$ cat config.mk
export PLATFORM = sky130hd
export DESIGN_NAME = instr_fetch
export DESIGN_NICKNAME = d
export VERILOG_FILES = /design/src/rtl/instr_fetch.sv
export SDC_FILE = /design/constraint.sdc
export NUM_CORES = 1
export LEC_CHECK = 0
export ABC_CLOCK_PERIOD_IN_PS = 3600
export CAP_MARGIN = 30
export CORE_UTILIZATION = 46
export CTS_CLUSTER_DIAMETER = 150
export DETAILED_ROUTE_END_ITERATION = 7
export PLACE_DENSITY = 0.79
export SLEW_MARGIN = 15
export SYNTH_ARGS = -nofsm -noshare
export SYNTH_HDL_FRONTEND = slang
export SYNTH_SLANG_ARGS = --single-unit
$ cat constraint.sdc
create_clock -name clk -period 3.6 [get_ports clk]
set_input_delay 0.72 -clock clk [delete_from_list [all_inputs] [get_ports clk]]
set_output_delay 0.72 -clock clk [all_outputs]
set_load 0.02 [all_outputs]
$ cat src/rtl/instr_fetch.sv
// Instruction fetch stage: holds the PC, fetches words over a ready handshake,
// presents them to the decoder and computes the next PC from branch/jump controls.
module instr_fetch #(
  parameter logic [31:0] RESET_PC = 32'h0000_0000,
  parameter logic [5:0]  HALT_OP  = 6'b111111
) (
  input  logic        clk,
  input  logic        rst,
  output logic        imem_req,
  output logic [31:0] imem_addr,
  input  logic        imem_ready,
  input  logic [31:0] imem_rdata,
  output logic [31:0] InstrReg,
  output logic        instr_valid,
  input  logic        advance,
  input  logic        Branch,
  input  logic        Jump,
  input  logic        zero,
  // Branch offset in words; named const_imm because const is a reserved word.
  input  logic [15:0] const_imm,
  input  logic [25:0] address,
  output logic [31:0] pc,
  output logic [31:0] pc_plus4,
  output logic [31:0] instr_count,
  output logic        halted
);

  typedef enum logic [1:0] {StIdle, StFetch, StValid, StHalted} state_e;

  state_e      state_q, state_d;
  logic [31:0] pc_q, pc_d;
  logic [31:0] instr_q, instr_d;
  logic [31:0] count_q, count_d;
  logic [31:0] branch_off;
  logic [31:0] next_pc;

  assign pc_plus4   = pc_q + 32'd4;
  assign branch_off = {{14{const_imm[15]}}, const_imm, 2'b00};

  // Jump wins over a taken branch.
  always_comb begin
    next_pc = pc_plus4;
    if (Jump) begin
      next_pc = {pc_plus4[31:28], address, 2'b00};
    end else if (Branch && zero) begin
      next_pc = pc_plus4 + branch_off;
    end
  end

  always_comb begin
    state_d = state_q;
    pc_d    = pc_q;
    instr_d = instr_q;
    count_d = count_q;
    case (state_q)
      StIdle: state_d = StFetch;
      StFetch: begin
        if (imem_ready) begin
          instr_d = imem_rdata;
          state_d = (imem_rdata[31:26] == HALT_OP) ? StHalted : StValid;
        end
      end
      StValid: begin
        if (advance) begin
          pc_d    = next_pc;
          count_d = count_q + 32'd1;
          state_d = StFetch;
        end
      end
      StHalted: state_d = StHalted;
      default:  state_d = StIdle;
    endcase
  end

  always_ff @(posedge clk or posedge rst) begin
    if (rst) begin
      state_q <= StIdle;
      pc_q    <= RESET_PC;
      instr_q <= 32'h0;
      count_q <= 32'h0;
    end else begin
      state_q <= state_d;
      pc_q    <= pc_d;
      instr_q <= instr_d;
      count_q <= count_d;
    end
  end

  assign imem_req    = (state_q == StFetch);
  assign instr_valid = (state_q == StValid);
  assign halted      = (state_q == StHalted);
  assign imem_addr   = pc_q;
  assign pc          = pc_q;
  assign InstrReg    = instr_q;
  assign instr_count = count_q;

endmodule

# [Word level (Yosys, flattened, before mapping)]
# Index checks and enable logic that the tools add are counted.
[op_classes] n_addsub=3 eq_ne=6 mux=6 reduce_logical=5
[ops] operator="32-bit two-way mux" count=2
[ops] operator="32-bit by 1-bit adder with 32-bit output (second input constant)" count=1
[ops] operator="32-bit by 3-bit adder with 32-bit output (second input constant)" count=1
[ops] operator="32-bit adder" count=1
[ops] operator="2-bit one-hot mux with 4 select lines" count=1
[ops] operator="6-bit equality test (second input constant)" count=1
[ops] operator="2-bit AND reduction" count=3
[ops] operator="2-bit equality test (second input constant)" count=2
[ops] operator="2-bit two-way mux" count=2
[ops] operator="2-bit by 1-bit != test with 1-bit output (second input constant)" count=2
[ops] operator="2-bit by 1-bit equality test with 1-bit output (second input constant)" count=1
[ops] operator="2-bit logical NOT" count=1
[ops] operator="1-bit logical AND" count=1
[ops] operator="1-bit two-way mux" count=1
[totals] reg_bits=98 output_inout_bits=163 wordCells=24

# [Logic depth before layout (Yosys ltp)]
[logic_depth] depth_word=4 mapped_depth=15 ltp_nobuf=15

# [Worst setup path after synthesis]
# Ideal clock, no wire load.
[synth_timing] kind="reg2reg" start="reg pc_q[2], in the netlist imem_addr[2]" end="reg pc_q[21], in the netlist imem_addr[21]" setup_ps=125 arrival_ps=3583 required_ps=3475 path_slack_ps=-107 stages_incl_launch_ff=16 period_less_slack_ps=3707 cell_sequence="dfrtp_1 ha_1 nand4_1 nor2_1 nand2_1 xnor2_1 ha_1 buf_2 a21oi_1 a21boi_0 o21ai_0 nand2b_1 or3_1 mux2i_1 o31ai_1 mux2_2"
[synth_between] elab_chain_len=4
[synth_rtl] item="start: declaration" line_no="31" rtl="logic [31:0] pc_q, pc_d;"
[synth_rtl] item="start signal: assignment" line_no="83" rtl="pc_q <= pc_d;"
[synth_rtl] item="32-bit by 3-bit adder with 32-bit output" line_no="37" rtl="assign pc_plus4 = pc_q + 32'd4;"
[synth_rtl] item="named net pc_plus4[18]" line_no="23" rtl="output logic [31:0] pc_plus4,"
[synth_rtl] item="32-bit adder" line_no="46" rtl="next_pc = pc_plus4 + branch_off;"
[synth_rtl] item="32-bit two-way mux" line_no="45" rtl="end else if (Branch && zero) begin"
[synth_rtl] item="32-bit two-way mux" line_no="43" rtl="if (Jump) begin"
# The timed path passes the listed nets, and every way through them passes these cells.
# A chain may end at the register's enable or synchronous reset.

# [Worst setup path in the final report]
[layout_timing] start="reg pc_q[2], in the netlist imem_addr[2]" end="reg pc_q[26], in the netlist imem_addr[26]"
[layout_between] elab_chain_len=4
[layout_rtl] item="32-bit by 3-bit adder with 32-bit output (*)" line_no="37"
[layout_rtl] item="32-bit adder" line_no="46"
[layout_rtl] item="32-bit two-way mux (*)" line_no="45"
[layout_rtl] item="32-bit two-way mux (*)" line_no="43"
# Mark *: on every way between the ends. The rest lies on a longest branch, timed or not.

==> flow_summary.toml <==
[floorplanning]
io_pins = 244
rows = 43
initial_core_util_pct = 47.9
dieWidth_um = 123
dieArea_sq_um = 15200
core_area_sq_um = 14100
fp.dieH_um = 123

[setup_path]
r2r_cells = 14
regToRegSetupSlack_ns = 0.09
crit_arrival_ns = 3.74
setup.worst_path.end_class = "flip-flop"
crit_fanout = 5
timing.rr.end = "imem_addr[26]"
crit_required_ns = 3.83
r2r-start = "imem_addr[2]"
crit_type = "reg2reg"
startpoint_type = "flip-flop"

[global_route]
overflow = 0
grt-busiest-layer = "met2"
met2_usage_pct = 46.3
track_usage_pct = 27.7
grt_pass1_wl_mm = 32.1
grt_max_degree = 55
grtUsageMet3_pct = 4.98
use_met1_pct = 35.5
grt_pass1_vias = 6153
antenna_found_initial = 0

[min_path]
whs_path_depth = 1
min-delay-start = "instr_count[31]"
hp-class = "reg2reg"
hold_end = "instr_count[31]"

[detailed_routing]
ant_nets = 0
viasPerCell = 5.49
vias = 6477
wire_per_inst_um = 17.9
drtIter0Drc = 424
drt_wl_total_mm = 21.1
firstDrtPassIters = 5
post-route-drc-count = 0

[synthesis]
syn-cell-area_sq_um = 6780
synthMostInstantiatedCell = "dfrtp_1"
synthDistinctLibCells = 68
synth_commonest_cells = "dfrtp_1, nand2_1, nor2_1"
syn_inst = 739
ys.flop_type = "dfrtp_1"
syn_avg_cell_area_sq_um = 9.17
yosysWarnings = 0
postSynth.asyncResetShare_pct = 100
netlist.area_leader.share_pct = 35.5
synth_seq_cells = 96
seq_area_frac_synth_pct = 35.5
synth_edf_count = 0
synth_top_area_cell = "dfrtp_1"
ys_top_cells_by_area = "dfrtp_1, xnor2_1, ha_1, mux2_2, nand2_1"

[final_layout]
nets = 1112
drive_above_1_share_pct = 15.1
fillerInstances = 1095
design_area_sq_um = 9920
areaGrowthSynthToFinish_pct = 46.4

[timing]
slew_violations = 0
rsz0062_at_grt = "true"
relSlewSlack_pct = 51.0
period_minus_slack_ns = 3.51
worst_pin_slew_ns = 0.734
setup_violations = 0
finalCritPeriodShare_pct = 97.6
setup_tns_ns = 0
clock_skew_ns = 0.00818
hold_violations = 0
max_freq_mhz = 285

[clock_tree]
cts_sinks = 96
ctsHtreeMaxLevel = 3
clkLatencyLatePin_ns = 0.36
clk_pin_slew_ns = 0.07
cts_tree = "yes"
cts_root_buffer = "clkbuf_16"
cts_hold_buf = 0
cts_buffer_depth = 2
cts_made_buffers = 9

[job]
max_cap_violations = 0

[pwr]
p_leak_uw = 0.00441
pwr_density_cell_nw_per_um2 = 757
peakVddDrop_v = 0.000448
total_power_uw = 7510

[placed_design]
hpwl_mm = 16.5
placed_cell_area_sq_um = 9500
routabilityCongestion = 0.915
port-buffer-count = 237

[status]
outcome = "complete, no violations"
worst max path at each step:
stage / from / to / slack [ns] / depth (start not counted)
floorplan: imem_addr[2] / imem_addr[21] / -0.04 / 14
global placement: const_imm[0] / imem_addr[24] / 0.04 / 12
detailed placement: const_imm[0] / imem_addr[24] / -0.009 / 12
CTS: imem_addr[12] / pc_plus4[25] / 0.01 / 8
global route: imem_addr[2] / imem_addr[23] / -0.03 / 15
finish: imem_addr[2] / imem_addr[26] / 0.09 / 14
cell families after synthesis:
logic type	after synthesis	share of synthesized area (%)
AOI/OAI and AO/OA	158	15.5
xor gates and xnor gates	82	10.7
adders and majority gates	38	7.13
buffers and inverters	68	5.96
DFF	96	35.5
muxes	38	6.22
other	1	0.0553
and+or+nand+nor	258	18.9
critical path, stage by stage (launching register included):
cell       delay [ns]
dfrtp_1          0.41
ha_1             0.19
nand4_1          0.20
buf_4            0.21
nor2_1           0.16
xor2_2           0.25
ha_1             0.32
nor3_2           0.11
a2111oi_0        0.51
a31oi_1          0.25
o21ai_2          0.21
a211oi_2         0.12
o21bai_1         0.19
xnor2_1          0.15
o22ai_1          0.11
routing by layer:
layer	wire [um]	share of wire (%)
met4	403	1.9
met5	0	0
met3	1820	8.6
met1	8710	41
met2	10200	48
power by group:
part	leakage (uW)	switching [uW]	internal [uW]
registers	0.00124	301	1390
clock network	0.000150	470	555
logic	0.00302	2490	2290
stage by stage:
| stage | hold WS, ns | setup WS, ns | instances | util (%) |
|---|---|---|---|---|
| 3_3_place_gp | 0.462 | 0.0429 | 1160 | 67.1 |
| 2_1_floorplan | 0.527 | -0.0381 | 744 | - |
| 4_1_cts | 0.498 | 0.0108 | 1176 | 69.4 |
| 3_5_place_dp | 0.463 | -0.00887 | 1160 | 67.1 |
| 6_report | 0.492 | 0.0864 | 1179 | 70.1 |
| 5_1_grt | 0.511 | -0.0328 | 1178 | 70.1 |
registers in the layout, summed over array words and instances, names as in the netlist:
| register | count |
|---|---|
| state_q | 2 |
| instr_count | 32 |
| InstrReg | 32 |
| imem_addr | 30 |
area by class of cell:
| class | count | area (sq um) | share of cell area [%] |
|---|---|---|---|
| multi-input combinational | 580 | 4090 | 41.2 |
| clock inverter | 7 | 86.3 | 0.870 |
| timing repair buffer | 296 | 2850 | 28.7 |
| inverter | 10 | 40.0 | 0.404 |
| antenna | 1 | 2.50 | 0.0252 |
| clock buffer | 9 | 225 | 2.27 |
| sequential | 96 | 2400 | 24.2 |
| tap | 180 | 225 | 2.27 |
what timing repair did:
item / CTS / global route
buffers inserted: 0 / 2
pin swaps: 0 / 7
endpoints found under the setup margin: 3 / 19
gates resized for setup: 3 / 20
placed cells by master (no fill, tap or decap), drive strengths merged, types with 16 or more instances in the layout:
cell type,instances
clkdlybuf4s50,233
dfrtp,96
nand2,85
nor2,65
buf,59
xnor2,55
a21oi,49
ha,37
o21ai,37
mux2,33
nand3,27
xor2,27
nand4,19
and3,16
(Power assumes the default switching activity.)
